[src/rtl/uart_tx.sv]
// -----------------------------------------------------------------------------
// uart_tx -- 8N1 serial transmitter with a small byte FIFO.
//
// CPU-side writes push bytes into a FIFO. Each byte is sent on uart_out as one
// start bit (0), eight data bits LSB first and one stop bit (1). Every bit
// lasts CLKS_PER_BIT clock cycles. Queued bytes go out back to back.
//
// Ports:
//   clk        in   system clock, rising edge
//   rst        in   asynchronous reset, active-high
//   wr_en      in   push wr_data into the FIFO on this rising edge
//   wr_data    in   byte to transmit
//   fifo_full  out  FIFO holds FIFO_DEPTH entries
//   fifo_empty out  FIFO holds no entries
//   fifo_count out  current number of FIFO entries
//   overflow   out  one-cycle pulse after a write is dropped
//   tx_busy    out  a frame is in progress
//   uart_out   out  serial line, idles high
// -----------------------------------------------------------------------------
module uart_tx #(
  parameter int CLKS_PER_BIT = 10,
  parameter int FIFO_DEPTH   = 4
) (
  input  logic                        clk,
  input  logic                        rst,
  input  logic                        wr_en,
  input  logic [7:0]                  wr_data,
  output logic                        fifo_full,
  output logic                        fifo_empty,
  output logic [$clog2(FIFO_DEPTH):0] fifo_count,
  output logic                        overflow,
  output logic                        tx_busy,
  output logic                        uart_out
);

  localparam int PW = $clog2(FIFO_DEPTH);
  localparam int CW = PW + 1;
  localparam int BW = $clog2(CLKS_PER_BIT);

  localparam logic [PW-1:0] PTR_ONE   = PW'(1);
  localparam logic [CW-1:0] CNT_ONE   = CW'(1);
  localparam logic [CW-1:0] DEPTH_C   = CW'(FIFO_DEPTH);
  localparam logic [BW-1:0] BAUD_ONE  = BW'(1);
  localparam logic [BW-1:0] BAUD_LAST = BW'(CLKS_PER_BIT - 1);

  typedef enum logic [1:0] {
    IDLE  = 2'd0,
    START = 2'd1,
    DATA  = 2'd2,
    STOP  = 2'd3
  } state_t;

  // FIFO storage and bookkeeping
  logic [7:0]    r_mem [FIFO_DEPTH];
  logic [PW-1:0] r_wr_ptr;
  logic [PW-1:0] r_rd_ptr;
  logic [CW-1:0] r_count;
  logic          r_full;
  logic          r_empty;
  logic          r_overflow;

  // Transmit engine
  state_t        r_state;
  logic [BW-1:0] r_baud;
  logic [2:0]    r_bit;
  logic [7:0]    r_shift;
  logic          r_tx;
  logic          r_busy;

  state_t        w_state_nxt;
  logic [BW-1:0] w_baud_nxt;
  logic [2:0]    w_bit_nxt;
  logic [7:0]    w_shift_nxt;
  logic          w_tx_nxt;
  logic          w_pop;
  logic          w_wr_acc;
  logic [CW-1:0] w_count_nxt;
  logic [7:0]    w_head;

  // Fullness is taken from the registered flag, so a write while full is
  // dropped even when the engine pops in the same cycle.
  assign w_wr_acc = wr_en & ~r_full;
  assign w_head   = r_mem[r_rd_ptr];

  assign fifo_full  = r_full;
  assign fifo_empty = r_empty;
  assign fifo_count = r_count;
  assign overflow   = r_overflow;
  assign tx_busy    = r_busy;
  assign uart_out   = r_tx;

  // Next occupancy: a simultaneous accepted write and pop cancel out.
  always_comb begin
    w_count_nxt = r_count;
    case ({w_wr_acc, w_pop})
      2'b10:   w_count_nxt = r_count + CNT_ONE;
      2'b01:   w_count_nxt = r_count - CNT_ONE;
      default: w_count_nxt = r_count;
    endcase
  end

  // FIFO storage array; contents need no reset because the pointers do.
  always_ff @(posedge clk) begin
    if (w_wr_acc) begin
      r_mem[r_wr_ptr] <= wr_data;
    end
  end

  // FIFO pointers, occupancy, status flags and overflow pulse.
  always_ff @(posedge clk or posedge rst) begin
    if (rst) begin
      r_wr_ptr   <= '0;
      r_rd_ptr   <= '0;
      r_count    <= '0;
      r_full     <= 1'b0;
      r_empty    <= 1'b1;
      r_overflow <= 1'b0;
    end else begin
      if (w_wr_acc) begin
        r_wr_ptr <= r_wr_ptr + PTR_ONE;
      end
      if (w_pop) begin
        r_rd_ptr <= r_rd_ptr + PTR_ONE;
      end
      r_count    <= w_count_nxt;
      r_full     <= (w_count_nxt == DEPTH_C);
      r_empty    <= (w_count_nxt == '0);
      r_overflow <= wr_en & r_full;
    end
  end

  // Transmit FSM next state, counters, shift register and line level.
  always_comb begin
    w_state_nxt = r_state;
    w_baud_nxt  = r_baud;
    w_bit_nxt   = r_bit;
    w_shift_nxt = r_shift;
    w_tx_nxt    = r_tx;
    w_pop       = 1'b0;
    case (r_state)
      IDLE: begin
        w_tx_nxt = 1'b1;
        if (!r_empty) begin
          w_pop       = 1'b1;
          w_shift_nxt = w_head;
          w_tx_nxt    = 1'b0;
          w_baud_nxt  = '0;
          w_state_nxt = START;
        end else begin
          w_state_nxt = IDLE;
        end
      end
      START: begin
        if (r_baud == BAUD_LAST) begin
          w_baud_nxt  = '0;
          w_tx_nxt    = r_shift[0];
          w_bit_nxt   = 3'd0;
          w_state_nxt = DATA;
        end else begin
          w_baud_nxt = r_baud + BAUD_ONE;
        end
      end
      DATA: begin
        if (r_baud == BAUD_LAST) begin
          w_baud_nxt = '0;
          if (r_bit != 3'd7) begin
            // bit 1 of the current shift value is the next bit on the line
            w_shift_nxt = {1'b0, r_shift[7:1]};
            w_tx_nxt    = r_shift[1];
            w_bit_nxt   = r_bit + 3'd1;
          end else begin
            w_tx_nxt    = 1'b1;
            w_state_nxt = STOP;
          end
        end else begin
          w_baud_nxt = r_baud + BAUD_ONE;
        end
      end
      STOP: begin
        if (r_baud == BAUD_LAST) begin
          w_baud_nxt = '0;
          if (!r_empty) begin
            // chain straight into the next frame with no idle gap
            w_pop       = 1'b1;
            w_shift_nxt = w_head;
            w_tx_nxt    = 1'b0;
            w_state_nxt = START;
          end else begin
            w_tx_nxt    = 1'b1;
            w_state_nxt = IDLE;
          end
        end else begin
          w_baud_nxt = r_baud + BAUD_ONE;
        end
      end
      default: begin
        w_tx_nxt    = 1'b1;
        w_state_nxt = IDLE;
      end
    endcase
  end

  // Transmit FSM registers; busy is registered from the next state.
  always_ff @(posedge clk or posedge rst) begin
    if (rst) begin
      r_state <= IDLE;
      r_baud  <= '0;
      r_bit   <= 3'd0;
      r_shift <= 8'h00;
      r_tx    <= 1'b1;
      r_busy  <= 1'b0;
    end else begin
      r_state <= w_state_nxt;
      r_baud  <= w_baud_nxt;
      r_bit   <= w_bit_nxt;
      r_shift <= w_shift_nxt;
      r_tx    <= w_tx_nxt;
      r_busy  <= (w_state_nxt != IDLE);
    end
  end

endmodule

[config.mk]
export PLATFORM = sky130hd
export DESIGN_NAME = uart_tx
export DESIGN_NICKNAME = d
export VERILOG_FILES = /design/src/rtl/uart_tx.sv
export SDC_FILE = /design/constraint.sdc
export NUM_CORES = 1
export LEC_CHECK = 0
export CORE_UTILIZATION = 45
export DETAILED_ROUTE_END_ITERATION = 16
export PLACE_DENSITY = 0.69
export SYNTH_ARGS = -nofsm -noshare
export SYNTH_HDL_FRONTEND = slang
export SYNTH_SLANG_ARGS = --single-unit
[constraint.sdc]
create_clock -name clk -period 5.95 [get_ports clk]
set_clock_uncertainty 0.05 [all_clocks]
set_input_delay 1.19 -clock clk [delete_from_list [all_inputs] [get_ports clk]]
set_output_delay 1.19 -clock clk [all_outputs]
set_load 0.03 [all_outputs]
==> impl_results.md, run 1 <==
* GRT met3 Usage at 0.0478
* H-tree levels at 3
* Setup ws final at 2.73 ns
* GRT met2 Usage at 0.227
* Final hold violations at 0
* Mapped cell area at 2870 um^2
* Initial antenna violation count at 0
* Synth cell types at 45
* DP HPWL at 3070 um
* Setup crit end kind: register
* Share of layout cells above drive strength 1 at 0.225
* Min-delay worst type: reg -> reg
* DR vias/cell at 5.21
* Final setup fails at 0
* I/O pins at 19
* Largest net degree at the start of global routing at 30
* Cells after Synth at 210
* Worst Path Buf+Inv at 2
* Ant diodes at 0
* DRT iter0 DRCs at 45
* 1st-pass router iterations at 4
* Starting density of the core at 0.476
* Overall Global Routing Usage at 0.158
* Net count, final at 257
* WP data arrival at 3.44 ns
* Rows at 28
* Post-CTS setup buffer count at 0
* Total CTS buffers at 9
* Total gr overflow at 0
* Static leakage at 0.00134 uW
* Crit start category: input pin
* Period utilization at 0.541
* IO Port Bufs at 18
* Slew HR at 0.526
* Max Fanout on Critical Path at 8
* Family with the most delay on the worst path: simple AND/OR/NAND/NOR gates
* Synth Flop Type: edfxtp_1
* Outcome: completed
* Met1 Usage GRT at 0.218
* Clk buf depth at 2
* # hold bufs at CTS at 0
* Number of global-route vias before repair at 1558
* PD cells at 479 nW/um^2
* CP required at 6.17 ns
* Clock latency on the worst-skew pair at 0.33 ns
* Flops & latches, synth at 61
* Min cycle time layout at 3.22 ns
* RSZ-0062 raised after global routing: no
* Peak supply drop at 221 uV
* Post-synthesis sequential area ratio at 0.589
* WL per Instance at 14.8 um
* Setup tns final at 0 ns
* Dpl ws at 2.40 ns
* Max-cap violations at 0
* Crit Path Class: in -> reg
* Residual DRC at 0
* Synth Warn # at 0
* Chip Height at 81.8 um
* Largest stage delay, worst path at 0.46 ns
* Slew Viols, Final at 0
* Root buf cell: clkbuf_8
* DIE AREA at 6700 um^2
* Core area at 6030 um^2
* CTS tree: yes
* CP max stage cell: clkdlybuf4s50_1
* Number of flops mapped to enable cells by yosys at 32
* Post-Syn Nets at 236
* Avg Inst Size Synth at 13.7 um^2
* Synth-to-layout area growth at 13.8%
* DIE WIDTH at 81.8 um
* Sink Count at 61
* Peak Freq at 311 MHz
* First-pass GRT wire length at 7560 um
* Detail Route Antenna Nets at 0
* Clock transition at path regs at 0.07 ns
* DR vias at 1621
* CP Cell Sequence: clkdlybuf4s50_1 -> nor2b_1 -> inv_1 -> ha_1 -> fa_1 -> xnor2_1 -> nor2_1 -> xor2_1 -> and2_1
* RePlAce Congestion at 0.749
* Filler cells at 519
* Worst slew pin tran at 0.711 ns
* FFs w/ async S/R, synth at 0.475
* Cts repair resizes at 0
* Grt peak-use layer: met2
* Detailed Route WL at 4590 um
[registers in the layout, summed over array words and instances, names as in the netlist, 2 cells and up]
register	flops
r_bit	3
r_shift	8
r_rd_ptr	2
r_mem	32
r_state	2
fifo_count	3
r_wr_ptr	2
r_baud	4
[power breakdown]
part	switching, uW	internal (uW)
Sequential	89.4	572
Combinational	295	289
Clock	167	152
[cell families (layout without fill, tap and decap cells)]
kind of cell	count (synthesis)	after routing	synth area share
flip-flops	61	61	0.589
AND/OR/NAND/NOR	42	42	0.0899
AO/OA/AOI/OAI	37	37	0.0921
multiplexers	25	25	0.102
buffers and inverters	24	50	0.0406
adder cells (fa/ha/maj)	15	15	0.0681
XOR/XNOR	6	6	0.0183
[cells in the mapped netlist (2+ instances only)]
| library cell | count | area, um^2 |
|---|---|---|
| a21oi_1 | 11 | 55.1 |
| and2_1 | 8 | 50.1 |
| and3_1 | 2 | 12.5 |
| buf_6 | 3 | 33.8 |
| clkbuf_1 | 5 | 18.8 |
| dfrtp_1 | 27 | 676 |
| dfstp_2 | 2 | 52.6 |
| edfxtp_1 | 32 | 961 |
| ha_1 | 14 | 175 |
| inv_1 | 15 | 56.3 |
| mux2_2 | 24 | 270 |
| nand2_1 | 6 | 22.5 |
| nor2_1 | 7 | 26.3 |
| nor3_1 | 4 | 20.0 |
| nor3b_1 | 2 | 15.0 |
| o21ai_0 | 6 | 30.0 |
| o22ai_1 | 7 | 43.8 |
| o41ai_1 | 2 | 17.5 |
| or2_2 | 3 | 18.8 |
| xnor2_1 | 4 | 35.0 |
| xor2_1 | 2 | 17.5 |
[path summary, 6_finish.rpt]
check                                 from           to  slack, ns  cells past startpoint
worst max-delay path                 wr_en    fifo_full       2.73                      9
worst min-delay path              r_bit[2]     r_bit[2]       0.45                      1
worst max register to register  r_state[0]    fifo_full       3.41                      9
worst min register to register    r_bit[2]     r_bit[2]       0.45                      1
max in group asynchronous              rst     uart_out       4.36                      3
min in group asynchronous              rst  r_wr_ptr[1]       1.17                      3
[routing by layer]
| metal | up-vias | wire length [um] |
|---|---|---|
| li1 | 797 | - |
| met1 | 795 | 2240 |
| met2 | 24 | 2170 |
| met3 | 5 | 139 |
| met4 | 0 | 42 |
| met5 | - | 0 |
[layout by cell type, fill, tap and decap left out, types with 3 or more instances in the layout]
| master | instances |
|---|---|
| a21oi_1 | 11 |
| and2_1 | 8 |
| clkbuf_8 | 9 |
| clkdlybuf4s50_1 | 18 |
| dfrtp_1 | 27 |
| edfxtp_1 | 32 |
| ha_1 | 14 |
| inv_1 | 15 |
| mux2_2 | 24 |
| nand2_1 | 6 |
| nor2_1 | 7 |
| nor3_1 | 4 |
| o21ai_0 | 6 |
| o22ai_1 | 7 |
| or2_2 | 3 |
| xnor2_1 | 4 |
[layout make-up]
type | count | area [um^2] | area share
multi-input cells | 125 | 1060 | 0.325
repair buffers | 19 | 188 | 0.0575
clock buffers | 9 | 124 | 0.0379
well taps | 75 | 93.8 | 0.0287
clock inverters | 7 | 51.3 | 0.0157
inverters | 15 | 56.3 | 0.0172
flip-flops and latches | 61 | 1690 | 0.517
[through the flow]
stage | area, um^2 | cells | hold slack [ns] | power (uW) | utilization
finish | 3260 | 311 | 0.446 | 1570 | 0.542
global route | 3260 | 311 | 0.492 | 1670 | 0.542
CTS | 3260 | 311 | 0.454 | 1590 | 0.542
detailed placement | 3090 | 295 | 0.437 | 1260 | 0.513
global placement | 3090 | 295 | 0.431 | 1240 | 0.513
floorplan | 2870 | 210 | 0.422 | 1120 | -
[worst register-to-register path, delay by kind of cell, from the launching register on]
family / cells / cell delay (ns)
adder cells (fa/ha/maj): 3 / 0.93
AND/OR/NAND/NOR: 3 / 0.49
AO/OA/AOI/OAI: 1 / 0.22
flip-flops: 1 / 0.44
XOR/XNOR: 2 / 0.36
No activity file was read; power rests on OpenSTA's default activity.
==> run 2, diff against run 1 <==
--- a/config.mk
+++ b/config.mk
@@ -7,7 +7,7 @@
 export LEC_CHECK = 0
 export CORE_UTILIZATION = 45
 export DETAILED_ROUTE_END_ITERATION = 16
-export PLACE_DENSITY = 0.69
+export PLACE_DENSITY = 0.72
 export SYNTH_ARGS = -nofsm -noshare
 export SYNTH_HDL_FRONTEND = slang
 export SYNTH_SLANG_ARGS = --single-unit
==> constraint.sdc (replaced) <==
create_clock -name clk -period 2.95 [get_ports clk]
set_clock_uncertainty 0.05 [all_clocks]
set_input_delay 0.59 -clock clk [delete_from_list [all_inputs] [get_ports clk]]
set_output_delay 0.59 -clock clk [all_outputs]
set_load 0.03 [all_outputs]
==> run 2 against run 1 <==
  * Combinational power up 100%
  * Utilization up 0.50 points
  * Sequential power up 100%
  * Sequential share of layout area down 0.47 points
  * Final area up 0.92%
  * Clock power up 120%
  * First-iteration DRC count up 120%
  * Non-clock buffer count up 2
  * Global-route usage up 0.37 points
  * Register-to-register slack worse by 3.0 ns
  * Die area unchanged
  * Critical path type is now reg -> reg
  * Critical endpoint unchanged
==> impl_results.md, run 2 (same netlist as run 1, synthesis figures left out) <==
* Residual DRC at 0
* Most common cell after layout, fill and taps aside: edfxtp_1
* Family with the most delay on the worst path: adder cells
* Ant diodes at 0
* Share of layout cells above drive strength 1 at 0.231
* CP Cell Sequence: ha_1 -> and4b_1 -> o21a_1 -> ha_1 -> fa_1 -> xnor2_1 -> nor2_1 -> xor2_1 -> and2_1
* I/O pins at 19
* End of the critical path: fifo_full
* Flop2flop setup slack at 0.43 ns
* Initial antenna violation count at 0
* CP required at 3.18 ns
* Max Fanout on Critical Path at 5
* Overall Global Routing Usage at 0.162
* Largest stage delay, worst path at 0.44 ns
* DRT iter0 DRCs at 98
* Detailed Route WL at 4670 um
* CP Depth at 9
* Worst reg2reg path depth at 9
* Clock transition at path regs at 0.07 ns
* Static leakage at 0.00136 uW
* Root buf cell: clkbuf_8
* Post-CTS setup buffer count at 0
* Reg2Reg Capture Point: fifo_full
* Slew Viols, Final at 0
* PnR Total Power at 3220 uW
* Crit Path Class: reg -> reg
* Net count, final at 259
* 1st-pass router iterations at 4
* DR vias at 1634
* Slew HR at 0.519
* WL per Instance at 14.9 um
* Final hold violations at 0
* Most flops, register: r_mem
* Fin Hold WS at 0.451 ns
* Clk buf depth at 2
* Top flop regs: r_mem (32), r_shift (8), r_baud (4)
* Peak Freq at 396 MHz
* Total CTS buffers at 9
* Starting density of the core at 0.476
* Sink Count at 61
* Cts repair resizes at 0
* Reg2Reg Launch Point: r_state[0]
* DP HPWL at 3210 um
* Largest net degree at the start of global routing at 30
* Final setup fails at 0
* Core area at 6030 um^2
* Commonest cells after routing, fill and taps aside: edfxtp_1, dfrtp_1, mux2_2
* Peak supply drop at 534 uV
* Post-route cell area at 3290 um^2
* Worst hold start: r_bit[2]
* First-pass GRT wire length at 7620 um
* RSZ-0062 raised after global routing: no
* Rows at 28
* Period utilization at 0.856
* CP max stage cell: dfrtp_1
* DR vias/cell at 5.22
* Worst slew pin tran at 0.721 ns
* Total gr overflow at 0
* Detail Route Antenna Nets at 0
* Clock latency on the worst-skew pair at 0.34 ns
* DIE WIDTH at 81.8 um
* Max FFs per register at 32
* DIE AREA at 6700 um^2
* DP Area at 3100 um^2
* Worst Path Buf+Inv at 0
* Final Non-Filler Cells at 313
* Top cell by count, worst path: ha_1
* Synth-to-layout area growth at 14.9%
* Min-delay worst type: reg -> reg
* Number of global-route vias before repair at 1571
* Setup crit end kind: register
* Placed instance count at 297
* Max-cap violations at 0
* Crit start category: register
* Min cycle time layout at 2.52 ns
* Outcome: completed
* CP startpoint: r_state[0]
* H-tree levels at 3
* CTS tree: yes
* Chip Height at 81.8 um
* IO Port Bufs at 18
* RePlAce Congestion at 0.781
* PD cells at 978 nW/um^2
* Setup tns final at 0 ns
* # hold bufs at CTS at 0
* WP data arrival at 2.76 ns
run 2: worst min-delay path by stage:
stage                  to  slack (ns)  cells past startpoint
4_1_cts          r_bit[2]        0.46                      1
3_3_place_gp     r_bit[2]        0.44                      1
6_report         r_bit[2]        0.45                      1
3_5_place_dp     r_bit[2]        0.44                      1
5_1_grt        r_shift[5]        0.48                      1
2_1_floorplan    r_bit[2]        0.42                      1
run 2: layout make-up:
class / instances / area, um^2
clock buffer: 9 / 124
clock inverter: 7 / 66.3
fill: 502 / 2730
inverter: 15 / 56.3
multi-input combinational: 125 / 1060
sequential: 61 / 1690
tap: 75 / 93.8
timing repair buffer: 21 / 203
run 2: worst reg2reg max path: stages, from the launching register on:
cell and delay (ns):
dfrtp_1 0.44, ha_1 0.30, and4b_1 0.22, o21a_1 0.23
ha_1 0.24, fa_1 0.38, xnor2_1 0.14, nor2_1 0.11
xor2_1 0.22, and2_1 0.15
run 2: metrics by stage:
step                worst slack, ns   util
floorplan                     0.629      -
global placement              0.385  0.515
detailed placement            0.289  0.515
CTS                           0.432  0.547
global route                  0.274  0.547
finish                        0.426  0.547
run 2: report_power, final:
group	leakage, uW	switching [uW]	internal (uW)
clock	0.0000987	320	384
sequential	0.000648	180	1160
combinational	0.000613	598	585
run 2: layer usage:
layer  track usage  wire length (um)  share of wire
met1         0.211              2190           0.47
met5             0                 0              0
met4        0.0877                71          0.015
met2         0.245              2290           0.49
met3        0.0433               119          0.026
==> run 3, diff against run 2 <==
--- a/config.mk
+++ b/config.mk
@@ -5,9 +5,9 @@
 export SDC_FILE = /design/constraint.sdc
 export NUM_CORES = 1
 export LEC_CHECK = 0
-export CORE_UTILIZATION = 45
+export CORE_UTILIZATION = 53
 export DETAILED_ROUTE_END_ITERATION = 16
-export PLACE_DENSITY = 0.72
+export PLACE_DENSITY = 0.82
 export SYNTH_ARGS = -nofsm -noshare
 export SYNTH_HDL_FRONTEND = slang
 export SYNTH_SLANG_ARGS = --single-unit
==> run 3 against run 2 <==
  * Combinational power about the same
  * Final area grew 0.11%
  * Clock-buffer cell count grew 2
  * Total power increased by 0.95%
  * Worst setup slack worse by 0.016 ns
  * Sequential cell count is the same
  * Via count fell by 0.49%
==> impl_results.md, run 3 (same netlist as run 1, synthesis figures left out) <==
* Outcome: completed
* Commonest cells after routing, fill and taps aside: edfxtp_1, dfrtp_1, mux2_2
* DP Area at 3100 um^2
* End of the critical path: fifo_full
* Min-delay worst type: reg -> reg
* Min cycle time layout at 2.54 ns
* RePlAce Congestion at 0.791
* First-pass GRT wire length at 7710 um
* Clock power frac at 0.225
* Max Fanout on Critical Path at 5
* Rows at 26
* Number of global-route vias before repair at 1652
* Slew Viols, Final at 0
* Post-layout util at 0.638
* Final setup fails at 0
* Share of layout cells above drive strength 1 at 0.227
* Worst hold start: r_shift[5]
* Worst slew pin tran at 0.712 ns
* Internal power at 2170 uW
* Worst reg2reg path depth at 9
* Crit Path Class: reg -> reg
* Ant diodes at 0
* Peak supply drop at 587 uV
* Reg2Reg Launch Point: r_state[0]
* Switching part of the total at 0.333
* PD cells at 986 nW/um^2
* Clock latency on the worst-skew pair at 0.33 ns
* Synth-to-layout area growth at 15.0%
* Most flops, register: r_mem
* Overall Global Routing Usage at 0.189
* Initial antenna violation count at 0
* WL per Instance at 15.0 um
* Period utilization at 0.861
* H-tree levels at 3
* RSZ-0062 raised after global routing: no
* Residual DRC at 0
* Crit start category: register
* DR vias at 1626
* Reg2Reg Capture Point: fifo_full
* Total CTS buffers at 9
* Most common cell after layout, fill and taps aside: edfxtp_1
* Sink Count at 61
* Detailed Route WL at 4610 um
* DIE AREA at 5710 um^2
* Max-cap violations at 0
* CP required at 3.12 ns
* Net Sw Power at 1080 uW
* IO Port Bufs at 18
* Core area at 5170 um^2
* Starting density of the core at 0.554
* 1st-pass router iterations at 4
* Post-CTS setup buffer count at 0
* Cts repair resizes at 0
* Detail Route Antenna Nets at 0
* Filler cells at 367
* Chip Height at 75.6 um
* WP data arrival at 2.71 ns
* Clock transition at path regs at 0.06 ns
* Clk buf depth at 2
* CTS tree: yes
* I/O pins at 19
* Setup tns final at 0 ns
* DP HPWL at 3180 um
* Flop2flop setup slack at 0.41 ns
* Peak Freq at 394 MHz
* Top flop regs: r_mem (32), r_shift (8), r_baud (4)
* Post-route cell area at 3300 um^2
* Max FFs per register at 32
* Root buf cell: clkbuf_8
* Net count, final at 259
* DRT iter0 DRCs at 126
* Largest net degree at the start of global routing at 30
* CP startpoint: r_state[0]
* # hold bufs at CTS at 0
* Final hold violations at 0
* Flop pwr share at 0.410
* Static leakage at 0.00137 uW
* Slew HR at 0.525
* DIE WIDTH at 75.6 um
* Setup crit end kind: register
* Comb power frac at 0.365
* Total gr overflow at 0
* DR vias/cell at 5.28
[run 3: per-stage QoR]
step	setup slack, ns	instances	total power, uW	hold WS, ns
final	0.409	308	3250	0.464
after floorplan	0.629	210	2260	0.422
after global placement	0.387	292	2490	0.438
after global routing	0.267	308	3460	0.480
after detailed placement	0.297	292	2540	0.448
after CTS	0.419	308	3280	0.464
[run 3: worst max-delay path, stage by stage, from the launching register on]
cell and delay, ns:
dfrtp_1 0.43, ha_1 0.31, and4b_1 0.22, o21a_1 0.23, ha_1 0.24, fa_1 0.51, nor2_1 0.05, a21oi_1 0.19
inv_1 0.06, and2_1 0.15
[run 3: layout make-up]
cell class / instances / area (um^2) / share of cell area
clock inverter: 5 / 48.8 / 0.0148
inverter: 15 / 56.3 / 0.0171
timing repair buffer: 21 / 203 / 0.0615
clock buffer: 11 / 151 / 0.0459
sequential: 61 / 1690 / 0.512
multi-input combinational: 125 / 1060 / 0.322
tap: 70 / 87.6 / 0.0266
[run 3: power by group through the flow]
stage	clock network (uW)	registers, uW	logic [uW]
floorplan	0	1360	903
global route	780	1370	1310
detailed placement	0	1350	1190
finish	733	1330	1190
global placement	0	1340	1150
CTS	745	1330	1200
[run 3: worst min path at each step]
stage	endpoint	depth (start not counted)
3_3_place_gp	r_shift[4]	1
6_report	r_shift[5]	1
2_1_floorplan	r_bit[2]	1
5_1_grt	r_shift[0]	1
3_5_place_dp	fifo_count[2]	1
4_1_cts	r_shift[5]	1
[run 3: metal layers]
layer	vias to the layer above	share of wire	GRT usage
met5	-	0	0
met1	788	0.48	0.251
met2	27	0.47	0.298
met4	0	0.021	0.0926
met3	9	0.026	0.0397
li1	802	-	-
